[src/rtl/gray_updown_counter_pkg.sv]
// Shared Gray-code helpers and counter mode constants.
// Pointer-synchroniser blocks reuse the conversion functions from here.
package gray_pkg;

   localparam int GRAY_WRAP = 0;
   localparam int GRAY_SAT  = 1;

   typedef enum logic [1:0] {
      OP_HOLD,
      OP_LOAD,
      OP_UP,
      OP_DOWN
   } gray_op_e;

   function automatic logic [31:0] bin2gray(input logic [31:0] b);
      return b ^ (b >> 1);
   endfunction

   // Prefix XOR by doubling shifts; the upper bits are zero for narrower
   // values, so the result is correct for any width up to 32.
   function automatic logic [31:0] gray2bin(input logic [31:0] g);
      logic [31:0] b;
      b = g;
      for (int s = 1; s < 32; s = s * 2) begin
         b = b ^ (b >> s);
      end
      return b;
   endfunction

endpackage

[src/rtl/gray_updown_counter_if.sv]
// Control and count bus of the Gray up/down counter.
interface gray_updown_counter_if #(
   parameter int N = 4
);
   logic         clk_en;
   logic         up;
   logic         load;
   logic [N-1:0] load_val;
   logic [N-1:0] gray_out;
   logic [N-1:0] bin_out;
   logic         tc;
   logic         wrap;

   modport master (
      output clk_en, up, load, load_val,
      input  gray_out, bin_out, tc, wrap
   );

   modport slave (
      input  clk_en, up, load, load_val,
      output gray_out, bin_out, tc, wrap
   );
endinterface

[src/rtl/gray_updown_counter_gray2bin.sv]
// Combinational Gray-to-binary decoder: each binary bit is the XOR of all
// Gray bits at or above its position.
module gray2bin #(
   parameter int N = 4
) (
   input  logic [N-1:0] gray_i,
   output logic [N-1:0] bin_o
);
   for (genvar gi = 0; gi < N; gi++) begin : g_bit
      assign bin_o[gi] = ^gray_i[N-1:gi];
   end
endmodule

[src/rtl/gray_updown_counter.sv]
// N-bit Gray up/down counter with synchronous load, wrap/saturate policy,
// registered Gray and binary views, a wrap pulse and a terminal-count flag.
module gray_updown_counter
   import gray_pkg::*;
#(
   parameter int N        = 4,
   parameter int SATURATE = GRAY_WRAP
) (
   input  logic                  clk,
   input  logic                  rst,
   gray_updown_counter_if.slave  bus
);
   localparam logic [N-1:0] MAX_VAL = {N{1'b1}};
   localparam logic [N-1:0] ONE     = {{(N-1){1'b0}}, 1'b1};
   localparam bit           SAT_EN  = (SATURATE == GRAY_SAT);

   logic [N-1:0] bin_q, bin_d;
   logic [N-1:0] gray_q, gray_d;
   logic         wrap_q, wrap_d;
   logic [N-1:0] load_bin;
   gray_op_e     op;

   gray2bin #(.N(N)) u_load_dec (
      .gray_i (bus.load_val),
      .bin_o  (load_bin)
   );

   always_comb begin
      op = OP_HOLD;
      if (bus.load)
         op = OP_LOAD;
      else if (bus.clk_en)
         op = bus.up ? OP_UP : OP_DOWN;
   end

   always_comb begin
      bin_d  = bin_q;
      wrap_d = 1'b0;
      case (op)
         OP_LOAD: bin_d = load_bin;
         OP_UP: begin
            if (bin_q == MAX_VAL) begin
               if (!SAT_EN) begin
                  bin_d  = '0;
                  wrap_d = 1'b1;
               end
            end else begin
               bin_d = bin_q + ONE;
            end
         end
         OP_DOWN: begin
            if (bin_q == '0) begin
               if (!SAT_EN) begin
                  bin_d  = MAX_VAL;
                  wrap_d = 1'b1;
               end
            end else begin
               bin_d = bin_q - ONE;
            end
         end
         default: bin_d = bin_q;
      endcase
   end

   // Gray is encoded from the next binary value so both views update together.
   always_comb begin
      gray_d = N'(bin2gray(32'(bin_d)));
   end

   always_ff @(posedge clk or negedge rst) begin
      if (!rst) begin
         bin_q  <= '0;
         gray_q <= '0;
         wrap_q <= 1'b0;
      end else begin
         bin_q  <= bin_d;
         gray_q <= gray_d;
         wrap_q <= wrap_d;
      end
   end

   assign bus.bin_out  = bin_q;
   assign bus.gray_out = gray_q;
   assign bus.wrap     = wrap_q;
   assign bus.tc       = bus.up ? (bin_q == MAX_VAL) : (bin_q == '0);

endmodule

[src/flat_wrapper.sv]
// flat-port wrapper written by rule: the top's interface ports become plain ports
module gray_updown_counter_flat import gray_pkg::*;
#(
   parameter int N        = 4,
   parameter int SATURATE = GRAY_WRAP
)
  (clk, rst, bus_clk_en, bus_up, bus_load, bus_load_val, bus_gray_out, bus_bin_out, bus_tc, bus_wrap);
  gray_updown_counter_if #(.N(N)) bus_i ();
  input  logic clk;
  input  logic rst;
  input wire logic [$bits(bus_i.clk_en)-1:0] bus_clk_en;
  input wire logic [$bits(bus_i.up)-1:0] bus_up;
  input wire logic [$bits(bus_i.load)-1:0] bus_load;
  input wire logic [$bits(bus_i.load_val)-1:0] bus_load_val;
  output wire logic [$bits(bus_i.gray_out)-1:0] bus_gray_out;
  output wire logic [$bits(bus_i.bin_out)-1:0] bus_bin_out;
  output wire logic [$bits(bus_i.tc)-1:0] bus_tc;
  output wire logic [$bits(bus_i.wrap)-1:0] bus_wrap;
  assign bus_i.clk_en = bus_clk_en;
  assign bus_i.up = bus_up;
  assign bus_i.load = bus_load;
  assign bus_i.load_val = bus_load_val;
  assign bus_gray_out = bus_i.gray_out;
  assign bus_bin_out = bus_i.bin_out;
  assign bus_tc = bus_i.tc;
  assign bus_wrap = bus_i.wrap;
  gray_updown_counter #(.N(N), .SATURATE(SATURATE)) u_core (.clk(clk), .rst(rst), .bus(bus_i));
endmodule
[config.mk]
export PLATFORM = sky130hd
export DESIGN_NAME = gray_updown_counter_flat
export DESIGN_NICKNAME = d
export VERILOG_FILES = /design/src/rtl/gray_updown_counter_pkg.sv /design/src/rtl/gray_updown_counter_if.sv /design/src/rtl/gray_updown_counter_gray2bin.sv /design/src/rtl/gray_updown_counter.sv /design/src/flat_wrapper.sv
export SDC_FILE = /design/constraint.sdc
export NUM_CORES = 1
export LEC_CHECK = 0
export ABC_AREA = 1
export BUFFER_PORTS_ARGS = -buffer_cell sky130_fd_sc_hd__buf_2
export CAP_MARGIN = 15
export CORE_MARGIN = 3
export CORE_UTILIZATION = 25
export CTS_CLUSTER_SIZE = 14
export DETAILED_ROUTE_END_ITERATION = 10
export REMOVE_ABC_BUFFERS = 1
export SYNTH_ARGS = -nofsm -noshare
export SYNTH_HDL_FRONTEND = slang
export SYNTH_SLANG_ARGS = --single-unit
[constraint.sdc]
create_clock -name clk -period 2 [get_ports clk]
set_input_delay 0.2 -clock clk [delete_from_list [all_inputs] [get_ports clk]]
set_output_delay 0.2 -clock clk [all_outputs]
set_load 0.02 [all_outputs]
# Word level (Yosys, flattened, before mapping)
# Index checks and enable logic that the tools add are counted.
[word_totals]
reg_bits = 9
out_inout_bits = 10
word_cells = 24
[classes]
addsub = 2
eq_ne = 4
muxes = 10
n_bitwise = 1
n_reduce_logical = 4
[op_table]
columns = ["cell", "n"]
rows = [
  ["$pmux 4 s3", 1],
  ["$mux 4", 2],
  ["$add 4x1->4 const B", 1],
  ["$eq 2x2->1 const B", 2],
  ["$eq 4x4->1 const B", 1],
  ["$logic_not 4->1", 1],
  ["$mux 1", 4],
  ["$mux 2", 2],
  ["$reduce_xor 4->1", 1],
  ["$sub 4x1->4 const B", 1],
  ["$xor 4x3->4", 1],
  ["$reduce_xor 3->1", 1],
  ["$eq 2x1->1 const B", 1],
  ["$pmux 1 s2", 1],
  ["$reduce_xor 2->1", 1],
]

# Logic depth before layout (Yosys ltp)
[logic_depth]
word_depth = 6
ltp_mapped = 11

# Modules after synthesis
# A second synthesis with hierarchy kept.
[hier_totals]
hier_cells = 107
hier_area_um2 = 686.9
[modules_own_cells]
columns = ["module", "instances", "cells_per_inst", "area_per_inst_um2"]
rows = [
  ["gray_updown_counter", 1, 86, 596.8],
  ["gray2bin", 1, 21, 90.1],
]

# Worst setup path before layout
# No wires, ideal clock.
[synth_path]
path_type = "flip-flop to flip-flop"
from = "reg u_core.bin_q[0], in the netlist u_core.bus.bin_out[0]"
to = "reg u_core.gray_q[1], in the netlist u_core.bus.gray_out[1]"
setup_ps = 116
arrival_time_ps = 1387
slack_ps = 496
stages_incl_launch_ff = 9
path_buffers = 0
period_less_slack_ps = 1504
cell_sequence = "dfrtp_1 -> inv_1 -> ha_1 -> nand4_1 -> nand3_2 -> nor2_2 -> nor2_4 -> nand2_1 -> nand2_1"
[synth_via]
elab_chain_cells = 4
word_cells_on_any_way = 8
classes_between = "add/sub: 2; eq/ne: 1; mux: 3; bitwise: 1; reduce/logical: 1"
[synth_lines]
columns = ["element", "line_no", "source"]
rows = [
  ["start: declaration", "gray_updown_counter.sv:17", "logic [N-1:0] bin_q, bin_d;"],
  ["start signal: assignment", "gray_updown_counter.sv:76", "bin_q <= bin_d;"],
  ["$sub 4x1->4 (tied with other cells)", "gray_updown_counter.sv:58", "bin_d = bin_q - ONE;"],
  ["$mux 4 (on tied branches)", "gray_updown_counter.sv:52, gray_updown_counter.sv:42", ""],
  ["$pmux 4 s3 (*)", "gray_updown_counter.sv:39", "case (op)"],
  ["via u_core.bin_d[1]", "gray_updown_counter.sv:17", ""],
  ["$xor 4x3->4 (*)", "gray_updown_counter_pkg.sv:16", "return b ^ (b >> 1);"],
  ["via u_core.gray_d[1]", "gray_updown_counter.sv:18", "logic [N-1:0] gray_q, gray_d;"],
  ["end signal: assignment", "gray_updown_counter.sv:77", "gray_q <= gray_d;"],
  ["end: declaration", "gray_updown_counter.sv:18", ""],
]
# Mark *: on every way through the listed nets, which the timed path passes. The rest lies on a longest branch.

# Final worst setup path
[layout_path]
from = "reg u_core.bin_q[1], in the netlist u_core.bus.bin_out[1]"
to = "out bus_tc"
[layout_via]
elab_chain_cells = 2
word_cells_on_any_way = 3
classes_between = "eq/ne: 1; mux: 1; reduce/logical: 1"
[layout_lines]
columns = ["element", "line_no", "source"]
rows = [
  ["$eq 4x4->1 or $logic_not 4->1 (tied branches)", "gray_updown_counter.sv:85", "assign bus.tc = bus.up ? (bin_q == MAX_VAL) : (bin_q == '0);"],
  ["$mux 1 (*)", "gray_updown_counter.sv:85", ""],
  ["end: declaration", "flat_wrapper.sv:17", "output wire logic [$bits(bus_i.tc)-1:0] bus_tc;"],
]
# Every way passes the cells marked *; elsewhere a longest branch is shown, timed or not.

==> summary.md <==
| Metric | Value |
|---|---|
| DRC viols | `0` |
| Fin crit share | `0.854` |
| Ranking of synthesized cells by area | `dfrtp_1 28%, nand2_1 26%, inv_1 8.0%` |
| CP max stage cell | `dfrtp_1` |
| IO Count | `19` |
| Root buffer cell | `clkbuf_4` |
| Largest area contributor in the netlist | `dfrtp_1` |
| Die Height | `59.1 microns` |
| Number of diodes | `0` |
| WP data required | `1.80 ns` |
| CTS tree | `yes` |
| Hold Path End | `u_core.bus.wrap$_DFF_PN0_` |
| CP startpoint | `u_core.bus.bin_out[1]$_DFF_PN0_` |
| Synth top area share | `0.284` |
| Share of cells above drive strength 1 | `0.254` |
| Sum Neg Setup Slack | `0 ns` |
| Hold Path Class | `in2reg` |
| Vias in the first global route | `689` |
| Clock slew seen by the registers of the worst setup and hold paths | `0.05 ns` |
| Max FO, Critical Path | `7` |
| Mapped Avg Cell Area | `6.02 sq um` |
| Worst r2r dst | `u_core.bus.gray_out[0]$_DFF_PN0_` |
| CTS Buf Count | `3` |
| Clock sinks | `8` |
| CP Cell Sequence | `ha_1, nand2_1, nor2_1, nand2_1, nand2_1, buf_2` |
| Nets | `151` |
| Worst Hold Path Cells | `3` |
| DRT iter0 DRCs | `12` |
| Post-route setup slack | `0.291 ns` |
| Power Density | `659 nW/um^2` |
| Critical Path Sink Type | `primary output` |
| Gr ovfl total | `0` |
| Die Wd | `59.1 microns` |
| Sequential share of the synthesized area | `0.284` |
| Post-route clock skew | `0.00153 ns` |
| Synthesized cell area | `704 sq um` |
| Worst-Skew Late Latency | `0.24 ns` |
| Deepest clock path buffer count | `2` |
| Most frequent cells in the layout | `48 x nand2_1, 18 x buf_2, 15 x inv_1` |
| Critical path type | `reg2out` |
| Most common cell after layout, fill and taps aside | `nand2_1` |
| Vias/cell | `4.52` |
| H-Tree Depth | `1` |
| FF+latch count, synth | `8` |
| Min-delay src | `bus_clk_en` |
| Unrepaired setup endpoints after global routing | `no` |
| Largest net degree at the start of global routing | `9` |
| Area Overhead vs Synth | `21.7%` |
| Row count | `18` |
| Synth Instances | `117` |
| Critical path startpoint category | `flop` |
| Antenna Nets Post-Route | `0` |
| WL final | `1610 microns` |
| Max VDD drop | `0.339 mV` |
| Max Slew Vio Count | `0` |
| Final Critical Period | `1.71 ns` |
| Port Buffer Count | `18` |
| P_leak | `0.513 nW` |
| Detailed Place HPWL | `1370 microns` |
| Hold Fails Final Rpt | `0` |
| Max-cap viol count | `0` |
| Reg2reg path depth | `8` |
| WL/cell | `9.60 microns` |
| Place WS | `0.391 ns` |
| First-pass DRT Iterations | `4` |
| Tightest Pin Transition | `0.280 ns` |
| DR vias | `759` |
| Max Freq | `585 MHz` |
| Initial antenna violation count | `0` |
| Syn. warnings | `0` |
| Synth cell types | `17` |
| Total Routing Usage GR | `0.100` |
| GPL Wtd Cong | `0.801` |
| First-pass GRT wire length | `2700 microns` |
| Crit path DAT | `1.51 ns` |
| Slew HR | `0.813` |
| Flop2flop setup slack | `0.41 ns` |
| CP max stage delay | `0.49 ns` |
| Die area | `3490 sq um` |
| Core area | `2570 sq um` |
| Starting Density | `0.274` |
| Postcts setup bufs | `0` |
| RR Startpoint | `u_core.bus.bin_out[0]$_DFF_PN0_` |
| Setup violations, final | `0` |
| CP dominant cell by count | `nand2_1` |
| Outcome | `completed` |
## repair_timing
| action | in CTS | in global routing |
|---|---|---|
| hold buffers | 1 | 0 |
| hold endpoints to repair | 8 | 0 |
| resized for setup | 0 | 0 |
## kinds of logic (layout without fill, tap and decap cells)
family / count (synthesis) / count (layout) / share of synthesized area
buf+inv: 19 / 40 / 0.110
simple gates: 84 / 84 / 0.538
compound gates: 4 / 4 / 0.0320
fa+ha+maj: 2 / 2 / 0.0355
flops: 8 / 8 / 0.284
## report_power, final
part / internal, mW / switching (mW) / leakage [nW]
Clock: 0.0680 / 0.0454 / 0.0138
Combinational: 0.0811 / 0.157 / 0.402
Sequential: 0.187 / 0.0266 / 0.0971
Total: 0.336 / 0.229 / 0.513
## cell usage after synthesis, drive strengths merged
cell,count
a21oi,2
buf,1
dfrtp,8
ha,2
inv,18
nand2,50
nand3,13
nand4,2
nor2,19
o21ai,1
o21bai,1
## layer usage
| layer | GRT usage | up-vias | wire length [microns] |
|---|---|---|---|
| met4 | 0.0194 | 0 | 0 |
| met2 | 0.183 | 22 | 812 |
| met3 | 0.0305 | 0 | 92 |
| met1 | 0.114 | 337 | 707 |
| met5 | 0 | - | 0 |
| li1 | - | 400 | - |
## per-stage QoR
step | total power [mW] | hold WS (ns) | util | area, sq um | cells
6_report | 0.565 | 0.287 | 0.334 | 857 | 168
5_1_grt | 0.616 | 0.283 | 0.334 | 857 | 168
4_1_cts | 0.574 | 0.275 | 0.334 | 857 | 168
3_5_place_dp | 0.454 | 0.0439 | 0.321 | 825 | 164
3_3_place_gp | 0.450 | 0.0441 | 0.321 | 825 | 164
2_1_floorplan | 0.375 | -0.0956 | - | 697 | 116
## worst max path at each step
stage	end	slack [ns]
after floorplan	u_core.bus.gray_out[1]$_DFF_PN0_	0.50
after global placement	u_core.bus.gray_out[1]$_DFF_PN0_	0.46
after detailed placement	u_core.bus.gray_out[1]$_DFF_PN0_	0.39
after CTS	bus_tc	0.29
after global routing	bus_tc	0.13
final	bus_tc	0.29
## worst max-delay path, delay by kind of cell, from the launching register on
kind,cells,cell delay (ns)
DFF,1,0.49
and+or+nand+nor,4,0.39
adders and majority gates,1,0.22
buffers and inverters,1,0.16
## cell type report
cell class / count / area [sq um]
clock buffers: 3 / 22.5
fillers: 307 / 1710
inverters: 18 / 70.1
multi-input cells: 90 / 427
flip-flops and latches: 8 / 200
well taps: 30 / 37.5
repair buffers: 19 / 100
## sequential cells by signal, summed over array words and instances (netlist names)
| signal | count |
|---|---|
| u_core.bus.gray_out | 3 |
| u_core.bus.wrap | 1 |
| u_core.bus.bin_out | 4 |
Power figures use the tool's default switching activity.
